<file path="src/rtl/normalize_stage_pkg.sv">
// Shared types and constants for the FP adder normalize/pack stage.
package fp_pkg;

  localparam int MANT_W = 24;
  localparam int EXP_W  = 8;

  localparam logic [EXP_W-1:0] EXP_MAX = 8'hFF;

  typedef struct packed {
    logic              sign;
    logic [EXP_W-1:0]  exponent;
    logic [MANT_W-2:0] fraction;
  } result_t;

  typedef enum logic [1:0] {
    IDLE,
    SHIFT,
    DONE
  } state_t;

endpackage

</file>
<file path="src/rtl/normalize_stage_if.sv">
// Upstream operand channel and downstream result channel of the normalize stage.
interface normalize_stage_if #(
  parameter int MANT_W = fp_pkg::MANT_W,
  parameter int EXP_W  = fp_pkg::EXP_W
);

  logic              inValid;
  logic              inReady;
  logic              carryOut;
  logic [MANT_W-1:0] alignedResult;
  logic              alignedSign;
  logic [EXP_W-1:0]  exponentIn;
  logic              bypassIn;
  logic [31:0]       bypassResult;

  logic              outValid;
  logic              outReady;
  logic [31:0]       result;
  logic              overflow;
  logic              underflow;

  modport master (
    output inValid, carryOut, alignedResult, alignedSign, exponentIn,
           bypassIn, bypassResult, outReady,
    input  inReady, outValid, result, overflow, underflow
  );

  modport slave (
    input  inValid, carryOut, alignedResult, alignedSign, exponentIn,
           bypassIn, bypassResult, outReady,
    output inReady, outValid, result, overflow, underflow
  );

endinterface

</file>
<file path="src/rtl/normalize_stage_pack.sv">
// Combinational packer: assembles {sign, exponent, fraction} and the
// overflow/underflow flags from the normalized sign, exponent and mantissa.
module fp_pack
  import fp_pkg::*;
(
  input  logic              sign_i,
  input  logic [EXP_W-1:0]  exp_i,
  input  logic [MANT_W-1:0] mant_i,
  input  logic              ovf_sel_i,
  input  logic              sub_sel_i,
  output logic [31:0]       word_o,
  output logic              ovf_o,
  output logic              unf_o
);

  result_t packed_r;

  always_comb begin
    packed_r.sign     = sign_i;
    packed_r.exponent = exp_i;
    packed_r.fraction = mant_i[MANT_W-2:0];
    ovf_o             = 1'b0;
    unf_o             = 1'b0;
    if (ovf_sel_i) begin
      packed_r.exponent = EXP_MAX;
      packed_r.fraction = '0;
      ovf_o             = 1'b1;
    end else if (sub_sel_i) begin
      // Subnormal: field 0 encodes the same scale as biased exponent 1.
      packed_r.exponent = '0;
      unf_o             = |mant_i;
    end
  end

  assign word_o = packed_r;

endmodule

</file>
<file path="src/rtl/normalize_stage.sv">
// Iterative normalizer (one left shift per clock) and packer for the FP adder.
//   state | meaning
//   IDLE  | ready for a new operand set (inReady = 1)
//   SHIFT | shifting mantissa left, decrementing exponent, one step per clock
//   DONE  | packed result valid, held until outReady
module normalize_stage #(
  parameter int MANT_W = fp_pkg::MANT_W,
  parameter int EXP_W  = fp_pkg::EXP_W
) (
  input  logic             clock,
  input  logic             resetN,
  normalize_stage_if.slave bus
);
  import fp_pkg::*;

  localparam logic [EXP_W-1:0] EXP_ONE = 1;

  state_t            state_q, state_d;
  logic              sign_q, sign_d;
  logic [MANT_W-1:0] mant_q, mant_d;
  logic [EXP_W-1:0]  exp_q, exp_d;
  logic [31:0]       result_q, result_d;
  logic              ovf_q, ovf_d;
  logic              unf_q, unf_d;

  logic [EXP_W:0]    exp_inc;
  logic [MANT_W-1:0] mant_sh;
  logic [EXP_W-1:0]  exp_dec;

  logic              pk_sign;
  logic [EXP_W-1:0]  pk_exp;
  logic [MANT_W-1:0] pk_mant;
  logic              pk_ovf, pk_sub, pk_load, pk_bypass;
  logic [31:0]       pk_word;
  logic              pk_ovf_flag, pk_unf_flag;

  assign exp_inc = {1'b0, bus.exponentIn} + {{EXP_W{1'b0}}, 1'b1};
  assign mant_sh = {mant_q[MANT_W-2:0], 1'b0};
  assign exp_dec = exp_q - EXP_ONE;

  always_ff @(posedge clock or negedge resetN) begin
    if (!resetN) state_q <= IDLE;
    else         state_q <= state_d;
  end

  always_comb begin
    state_d   = state_q;
    sign_d    = sign_q;
    mant_d    = mant_q;
    exp_d     = exp_q;
    pk_sign   = sign_q;
    pk_exp    = exp_q;
    pk_mant   = mant_q;
    pk_ovf    = 1'b0;
    pk_sub    = 1'b0;
    pk_load   = 1'b0;
    pk_bypass = 1'b0;
    case (state_q)
      IDLE: begin
        if (bus.inValid) begin
          sign_d  = bus.alignedSign;
          mant_d  = bus.alignedResult;
          exp_d   = bus.exponentIn;
          pk_sign = bus.alignedSign;
          pk_mant = bus.alignedResult;
          pk_exp  = bus.exponentIn;
          pk_load = 1'b1;
          state_d = DONE;
          if (bus.bypassIn) begin
            pk_bypass = 1'b1;
          end else if (bus.exponentIn == EXP_MAX ||
                       (bus.carryOut && exp_inc >= {1'b0, EXP_MAX})) begin
            pk_ovf = 1'b1;
          end else if (bus.carryOut) begin
            // Carry renormalizes right by one; the dropped LSB is truncated.
            pk_mant = {1'b1, bus.alignedResult[MANT_W-1:1]};
            pk_exp  = exp_inc[EXP_W-1:0];
          end else if (bus.alignedResult == '0) begin
            pk_sign = 1'b0;
            pk_exp  = '0;
          end else if (bus.alignedResult[MANT_W-1]) begin
            if (bus.exponentIn == '0) pk_exp = EXP_ONE;
          end else if (bus.exponentIn <= EXP_ONE) begin
            pk_sub = 1'b1;
          end else begin
            pk_load = 1'b0;
            state_d = SHIFT;
          end
        end
      end
      SHIFT: begin
        mant_d  = mant_sh;
        exp_d   = exp_dec;
        pk_mant = mant_sh;
        pk_exp  = exp_dec;
        if (mant_sh[MANT_W-1]) begin
          pk_load = 1'b1;
          state_d = DONE;
        end else if (exp_dec == EXP_ONE) begin
          pk_load = 1'b1;
          pk_sub  = 1'b1;
          state_d = DONE;
        end
      end
      DONE: begin
        if (bus.outReady) state_d = IDLE;
      end
      default: state_d = IDLE;
    endcase
  end

  fp_pack u_pack (
    .sign_i    (pk_sign),
    .exp_i     (pk_exp),
    .mant_i    (pk_mant),
    .ovf_sel_i (pk_ovf),
    .sub_sel_i (pk_sub),
    .word_o    (pk_word),
    .ovf_o     (pk_ovf_flag),
    .unf_o     (pk_unf_flag)
  );

  always_comb begin
    result_d = result_q;
    ovf_d    = ovf_q;
    unf_d    = unf_q;
    if (pk_load) begin
      result_d = pk_bypass ? bus.bypassResult : pk_word;
      ovf_d    = !pk_bypass && pk_ovf_flag;
      unf_d    = !pk_bypass && pk_unf_flag;
    end
  end

  always_ff @(posedge clock or negedge resetN) begin
    if (!resetN) begin
      sign_q   <= 1'b0;
      mant_q   <= '0;
      exp_q    <= '0;
      result_q <= '0;
      ovf_q    <= 1'b0;
      unf_q    <= 1'b0;
    end else begin
      sign_q   <= sign_d;
      mant_q   <= mant_d;
      exp_q    <= exp_d;
      result_q <= result_d;
      ovf_q    <= ovf_d;
      unf_q    <= unf_d;
    end
  end

  // inReady is gated by reset so nothing is accepted until resetN releases.
  always_comb begin
    bus.inReady   = resetN && (state_q == IDLE);
    bus.outValid  = (state_q == DONE);
    bus.result    = result_q;
    bus.overflow  = ovf_q;
    bus.underflow = unf_q;
  end

endmodule

</file>
<file path="src/flat_wrapper.sv">
// flat-port wrapper written by rule: the top's interface ports become plain ports
module normalize_stage_flat import fp_pkg::*;
#(
  parameter int MANT_W = fp_pkg::MANT_W,
  parameter int EXP_W  = fp_pkg::EXP_W
)
  (clock, resetN, bus_inValid, bus_carryOut, bus_alignedResult, bus_alignedSign, bus_exponentIn, bus_bypassIn, bus_bypassResult, bus_outReady, bus_inReady, bus_outValid, bus_result, bus_overflow, bus_underflow);
  normalize_stage_if #(.MANT_W(MANT_W), .EXP_W(EXP_W)) bus_i ();
  input  logic clock;
  input  logic resetN;
  input wire logic [$bits(bus_i.inValid)-1:0] bus_inValid;
  input wire logic [$bits(bus_i.carryOut)-1:0] bus_carryOut;
  input wire logic [$bits(bus_i.alignedResult)-1:0] bus_alignedResult;
  input wire logic [$bits(bus_i.alignedSign)-1:0] bus_alignedSign;
  input wire logic [$bits(bus_i.exponentIn)-1:0] bus_exponentIn;
  input wire logic [$bits(bus_i.bypassIn)-1:0] bus_bypassIn;
  input wire logic [$bits(bus_i.bypassResult)-1:0] bus_bypassResult;
  input wire logic [$bits(bus_i.outReady)-1:0] bus_outReady;
  output wire logic [$bits(bus_i.inReady)-1:0] bus_inReady;
  output wire logic [$bits(bus_i.outValid)-1:0] bus_outValid;
  output wire logic [$bits(bus_i.result)-1:0] bus_result;
  output wire logic [$bits(bus_i.overflow)-1:0] bus_overflow;
  output wire logic [$bits(bus_i.underflow)-1:0] bus_underflow;
  assign bus_i.inValid = bus_inValid;
  assign bus_i.carryOut = bus_carryOut;
  assign bus_i.alignedResult = bus_alignedResult;
  assign bus_i.alignedSign = bus_alignedSign;
  assign bus_i.exponentIn = bus_exponentIn;
  assign bus_i.bypassIn = bus_bypassIn;
  assign bus_i.bypassResult = bus_bypassResult;
  assign bus_i.outReady = bus_outReady;
  assign bus_inReady = bus_i.inReady;
  assign bus_outValid = bus_i.outValid;
  assign bus_result = bus_i.result;
  assign bus_overflow = bus_i.overflow;
  assign bus_underflow = bus_i.underflow;
  normalize_stage #(.MANT_W(MANT_W), .EXP_W(EXP_W)) u_core (.clock(clock), .resetN(resetN), .bus(bus_i));
endmodule
</file>
<file path="config.mk">
export PLATFORM = sky130hd
export DESIGN_NAME = normalize_stage_flat
export DESIGN_NICKNAME = d
export VERILOG_FILES = /design/src/rtl/normalize_stage_pkg.sv /design/src/rtl/normalize_stage_if.sv /design/src/rtl/normalize_stage_pack.sv /design/src/rtl/normalize_stage.sv /design/src/flat_wrapper.sv
export SDC_FILE = /design/constraint.sdc
export NUM_CORES = 1
export LEC_CHECK = 0
export CAP_MARGIN = 20
export CORE_MARGIN = 4
export CORE_UTILIZATION = 35
export DETAILED_ROUTE_END_ITERATION = 7
export HOLD_SLACK_MARGIN = 0.1
export PLACE_DENSITY = 0.68
export SLEW_MARGIN = 15
export SYNTH_ARGS = -nofsm -noshare
export SYNTH_HDL_FRONTEND = slang
export SYNTH_SLANG_ARGS = --single-unit
export TNS_END_PERCENT = 100
</file>
<file path="constraint.sdc">
create_clock -name clock -period 3.2 [get_ports clock]
set_clock_uncertainty 0.1 [all_clocks]
set_input_delay 0.64 -clock clock [delete_from_list [all_inputs] [get_ports clock]]
set_output_delay 0.64 -clock clock [all_outputs]
set_load 0.03 [all_outputs]
</file>
Word-level counts from Yosys, hierarchy flattened. Cells that the tools add are included.

Magnitude comparators: 2. Reduce and logical (&&, ||, !) cells: 14. $mul: 0. Shift-type cells: 0. Mux-type cells: 66. Add/sub/neg operators: 2. Bitwise gates (word level): 0. Divide/modulo/power cells: 0. Equal/unequal tests: 7.

Operators with widths (count): 24-bit 2-to-1 mux (5); 24-bit one-hot mux with 2 select lines (2); 8-bit 2-to-1 mux (10); 1-bit 2-to-1 mux (32); 32-bit 2-to-1 mux (1); 8-bit one-hot mux with 2 select lines (2); 24-bit logical NOT (1); 24-bit OR reduction (1); 23-bit 2-to-1 mux (1); 2-bit 2-to-1 mux (10); 8-bit by 1-bit adder with 9-bit output, second input constant (1); 9-bit by 8-bit greater-or-equal comparator with 1-bit output, second input constant (1); 8-bit by 1-bit equality test with 1-bit output, second input constant (1); 8-bit equality test, second input constant (1); 8-bit by 1-bit less-or-equal comparator with 1-bit output, second input constant (1); 8-bit logical NOT (1); 8-bit by 1-bit subtractor with 8-bit output, second input constant (1); 2-bit one-hot mux with 3 select lines (1); 1-bit logical AND (4); 2-bit != test, second input constant (2); 1-bit one-hot mux with 2 select lines (2); 2-bit AND reduction (2); 3-bit by 1-bit != test with 1-bit output, second input constant (1); 3-bit AND reduction (1); other kinds (6) (6).

Bits in registers: 69. Memories: 0. Output and inout port bits: 36. Word-level logic and storage cells: 98. Latch bits: 0. ROM bits: 0. Memory bits (writable): 0.

Longest topological paths before layout.
Depth in word-level cells: 12. Mapped depth: 13.

By module. A second synthesis with hierarchy kept.

Cell total of the unflattened synthesis: 583. Area total of the unflattened synthesis: 5347.6 µm².

Modules (own cells, without submodules): normalize_stage (cells each 538, area an instance 5054.8 µm², instances 1, seq. area each 1726.7 µm²); fp_pack (cells each 45, area an instance 292.8 µm², instances 1, seq. area each 0.0 µm²).

Worst setup path after synthesis. Ideal clock, no wire load.

Kind: input to register. Start point: input bus_exponentIn[0]. End point: register u_core.unf_q, in the netlist u_core.bus.underflow. Slack: 0.183 ns. Cell stages on the path: 12. Data required time: 2.965 ns. Arrival time: 2.782 ns. Path through: buf_4 > inv_1 > ha_1 > nand2b_1 > a221o_1 > a31oi_2 > o22a_4 > nor2_4 > mux2_4 > a211o_1 > o41ai_2 > nand3_1.

Longest elaborated chain between the ends: 12. Elaborated cells on any way between the ends: 33. Classes of those cells: add/sub (1); order compare (2); eq/ne (1); mux (25); reduce/logical (4).

RTL lines: from (decl) (RTL line flat_wrapper.sv:15) `input wire logic [$bits(bus_i.exponentIn)-1:0] bus_exponentIn;`; 8-bit by 1-bit adder with 9-bit output / 8-bit by 1-bit less-or-equal comparator with 1-bit output (equally long branches) (RTL line normalize_stage.sv:37, normalize_stage.sv:83); 9-bit by 8-bit greater-or-equal comparator with 1-bit output / 1-bit 2-to-1 mux (equally long branches) (RTL line normalize_stage.sv:72, normalize_stage.sv:83); 1-bit logical AND / 1-bit 2-to-1 mux (equally long branches) (RTL line normalize_stage.sv:72, normalize_stage.sv:81); 1-bit logical OR / 1-bit 2-to-1 mux (equally long branches) (RTL line normalize_stage.sv:71, normalize_stage.sv:78); 24-bit 2-to-1 mux / 1-bit 2-to-1 mux (equally long branches) (RTL line normalize_stage.sv:71, normalize_stage.sv:74); 24-bit 2-to-1 mux / 1-bit 2-to-1 mux (equally long branches) (RTL line normalize_stage.sv:69, normalize_stage.sv:71); 24-bit 2-to-1 mux / 1-bit 2-to-1 mux (equally long branches) (RTL line normalize_stage.sv:60, normalize_stage.sv:69); 24-bit one-hot mux with 2 select lines / 1-bit 2-to-1 mux (equally long branches) (RTL line normalize_stage.sv:58, normalize_stage.sv:60); 24-bit OR reduction / 1-bit one-hot mux with 2 select lines (equally long branches) (RTL line normalize_stage_pack.sv:31, normalize_stage.sv:58); 1-bit 2-to-1 mux (RTL line normalize_stage_pack.sv:28) `end else if (sub_sel_i) begin`; 1-bit 2-to-1 mux (RTL line normalize_stage_pack.sv:24) `if (ovf_sel_i) begin`; 1-bit logical AND (RTL line normalize_stage.sv:130) `unf_d = !pk_bypass && pk_unf_flag;`; to (signal assigned) (RTL line normalize_stage.sv:148) `unf_q <= unf_d;`; to (decl) (RTL line normalize_stage.sv:24) `logic unf_q, unf_d;`.

Parallel ways exist; a longest one is shown, timed or not. A chain may end at the register's enable or synchronous reset.

Worst setup path after layout.
Start point: input bus_exponentIn[2]. End point: register u_core.unf_q, in the netlist u_core.bus.underflow.

Same word-level chain as after synthesis.

==> results.yml <==
run_status:
  status: "finished, final reports clean"
final_layout:
  nNetsFinal: 899
  n_antenna_cell: 0
  drive_gt1_frac: 0.207
  area_delta_synth_final_pct: 50.8
critical_path:
  r2r_start: "u_core.exp_q[0]"
  path_cells: "clkdlybuf4s15_1, or2b_1, a221o_1, a31oi_4, buf_4, o22a_2, nor3_1, nor3_1, nand4_1, o41ai_2, nand3_1"
  cp_data_required_time_ns: 3.31
  cp.arrival_ns: 3.20
  max_stage_delay_ns: 0.36
  critical_path.most_common_cell: "nor3_1"
  crit-reg2reg-capture: "u_core.bus.result[28]"
  crit_path_end_kind: "flip-flop"
  slowest_stage: "a221o_1"
  rrSetupSlack_ns: 0.16
  r2r_cells: 11
  start_kind: "input port"
  critical_path_peak_fanout: 6
  critical_path_class: "input port to flip-flop"
power_and_ir_drop:
  leakagePower_nw: 3.14
  peakVddDrop_uv: 271
  p_per_area_nw_per_um2: 714
  power_mw: 5.20
synthesis:
  synth_ff_type: "dfrtp_1"
  yosysMostFrequentCell: "nand2_1"
  synth_area_leaders: "dfrtp_1 (36%), nand2_1 (9.9%), nor2_1 (5.3%)"
  syn_avg_cell_area_um2: 7.67
  ys_types: 67
  yosysTopAreaCell: "dfrtp_1"
  synthTopCellsByCount: "nand2_1 (127), dfrtp_1 (69), nor2_1 (68)"
  synthCells: 630
  synth_edf_count: 0
  ys_ff_latch: 69
  syn_nets: 707
  synth_warnings: 0
  synth.top_cell.area_share: 0.357
  synthArstFlopShare: 1.00
  netlist_area_um2: 4830
  yosysSeqAreaShare: 0.357
cts:
  cts_tree: "done"
  clock_latency_ns: 0.34
  clkSinkCount: 69
  cts_buffers: 9
  path_clk_slew_ns: 0.06
  htreeDepth: 3
  clockBufferDepth: 2
  cts_root_buffer: "clkbuf_16"
timing:
  fin_crit_sh: 0.966
  slew_headroom: 0.391
  period_minus_slack_ns: 3.09
  setup_viol: 0
  finalSetupTns_ns: 0
  slew_viol_final: 0
  worst_pin_slew_ns: 0.914
  max_freq_mhz: 324
  fin_ws_ns: 0.109
  hold_violations: 0
drt:
  wirelength_um: 18800
  num_vias: 5701
  drcViolationCount: 0
  vias_per_cell: 5.68
  drt_iter0_drc: 450
  wire_per_inst_um: 18.7
  first_pass_iters: 5
  ant_nets: 0
worst_hold_path:
  holdCritPathClass: "flip-flop to flip-flop"
  hp-start: "u_core.bus.result[27]"
  hold_end: "u_core.bus.result[27]"
  whs_path_depth: 2
floorplan:
  rows: 42
  die_area_um2: 15700
  io_pins: 107
  die_y_um: 125
  initial_core_util: 0.361
  die_w_um: 125
  core-area_um2: 13400
global_routing:
  antenna_found_initial: 0
  grt_pass1_wl_um: 29700
  grt_pass1_vias: 5415
  grt_start_max_net_pins: 70
  gr-total-overflow: 0
  grtUsageTotal: 0.235
place:
  dp_slack_ns: -0.692
  io_buffers: 106
  gp_congestion: 0.951
  place_hpwl_um: 14100
flow_run:
  cap_violations: 0
cells in the final DEF (no fill, tap or decap), types with 3 or more instances in the layout:
cell type and count:
nor3_1 27, a31oi_1 10, ha_1 5, inv_1 13, nand3_1 12, nand2_1 127, buf_4 110, a221oi_1 7
a221o_1 3, nand4_1 7, a2bb2oi_1 16, o211ai_1 6, clkbuf_16 9, nor4_1 8, o22ai_1 7, a21oi_1 49
nor3_2 8, nand4b_1 3, nand2b_1 3, nor4_2 3, dlymetal6s2s_1 4, mux2i_1 4, clkinv_2 3, xnor2_1 4
clkdlybuf4s50_1 97, o21ai_0 46, a22oi_1 3, nor2_1 66, a21boi_0 16, and3_1 4, o41ai_2 3, dfrtp_1 69
buf_12 7, o31ai_1 7
metal layers:
layer / vias to the layer above / GRT usage / routed length (um)
li1: 2685 / - / -
met1: 2704 / 0.339 / 8510
met2: 282 / 0.354 / 8260
met3: 30 / 0.0533 / 1650
met4: 0 / 0.0682 / 378
met5: - / 0 / 0
worst max-delay path: cells and delay by family:
kind                   cells  cell delay (ns)
AOI/OAI and AO/OA          4             1.23
and+or+nand+nor            5             0.87
buffers and inverters      2             0.46
sequential cells by signal (all words and copies together) (netlist names):
| register | cells |
|---|---|
| u_core.sign_q | 1 |
| u_core.mant_q | 24 |
| u_core.state_q | 2 |
| u_core.bus.result | 32 |
| u_core.bus.underflow | 1 |
| u_core.exp_q | 8 |
| u_core.bus.overflow | 1 |
timing repair:
item | in CTS | in global routing
gates cloned | 2 | 0
buffers inserted | 2 | 1
gates resized for setup | 21 | 11
hold buffers | 0 | 0
endpoints found under the setup margin | 35 | 34
pin swaps | 7 | 4
hold endpoints to repair | 0 | 0
area by class of cell:
cell class | instances | area [um2]
clock inverter | 4 | 22.5
multi-input combinational | 505 | 2980
inverter | 13 | 48.8
sequential | 69 | 1730
fill | 1264 | 6110
timing repair buffer | 224 | 2030
clock buffer | 12 | 256
tap | 176 | 220
where the power goes:
part           switching, mW  internal [mW]  leakage, nW  total [mW]
sequential             0.288           1.24        0.816        1.53
combinational           1.50           1.22         2.18        2.72
clock                  0.389          0.563        0.138       0.952
how the worst max path moves through the flow:
stage / start / endpoint / cells past startpoint
after global routing: bus_alignedResult[17] / u_core.bus.result[25] / 10
after global placement: bus_exponentIn[0] / u_core.bus.underflow / 12
after CTS: bus_exponentIn[3] / u_core.bus.underflow / 11
after floorplan: bus_exponentIn[0] / u_core.bus.underflow / 12
after detailed placement: bus_exponentIn[0] / u_core.bus.underflow / 11
final: bus_exponentIn[2] / u_core.bus.underflow / 11
cells by family (layout without fill, tap and decap cells):
logic type	after synthesis	in the layout	share of synthesized area
AOI/OAI and AO/OA	202	204	0.280
xor gates and xnor gates	4	4	0.00725
adders and majority gates	6	6	0.0155
buffers and inverters	58	253	0.0536
DFF	69	69	0.357
muxes	6	6	0.0137
and+or+nand+nor	285	285	0.273
per-stage QoR:
step                hold slack, ns  std cells  utilization  cell area, um2
floorplan                    0.244        630            -            4830
global placement             0.363        982        0.512            6860
detailed placement           0.373        982        0.512            6860
CTS                          0.385       1002        0.541            7250
global route                 0.409       1003        0.544            7290
finish                       0.378       1003        0.544            7290
(Power assumes the default switching activity.)
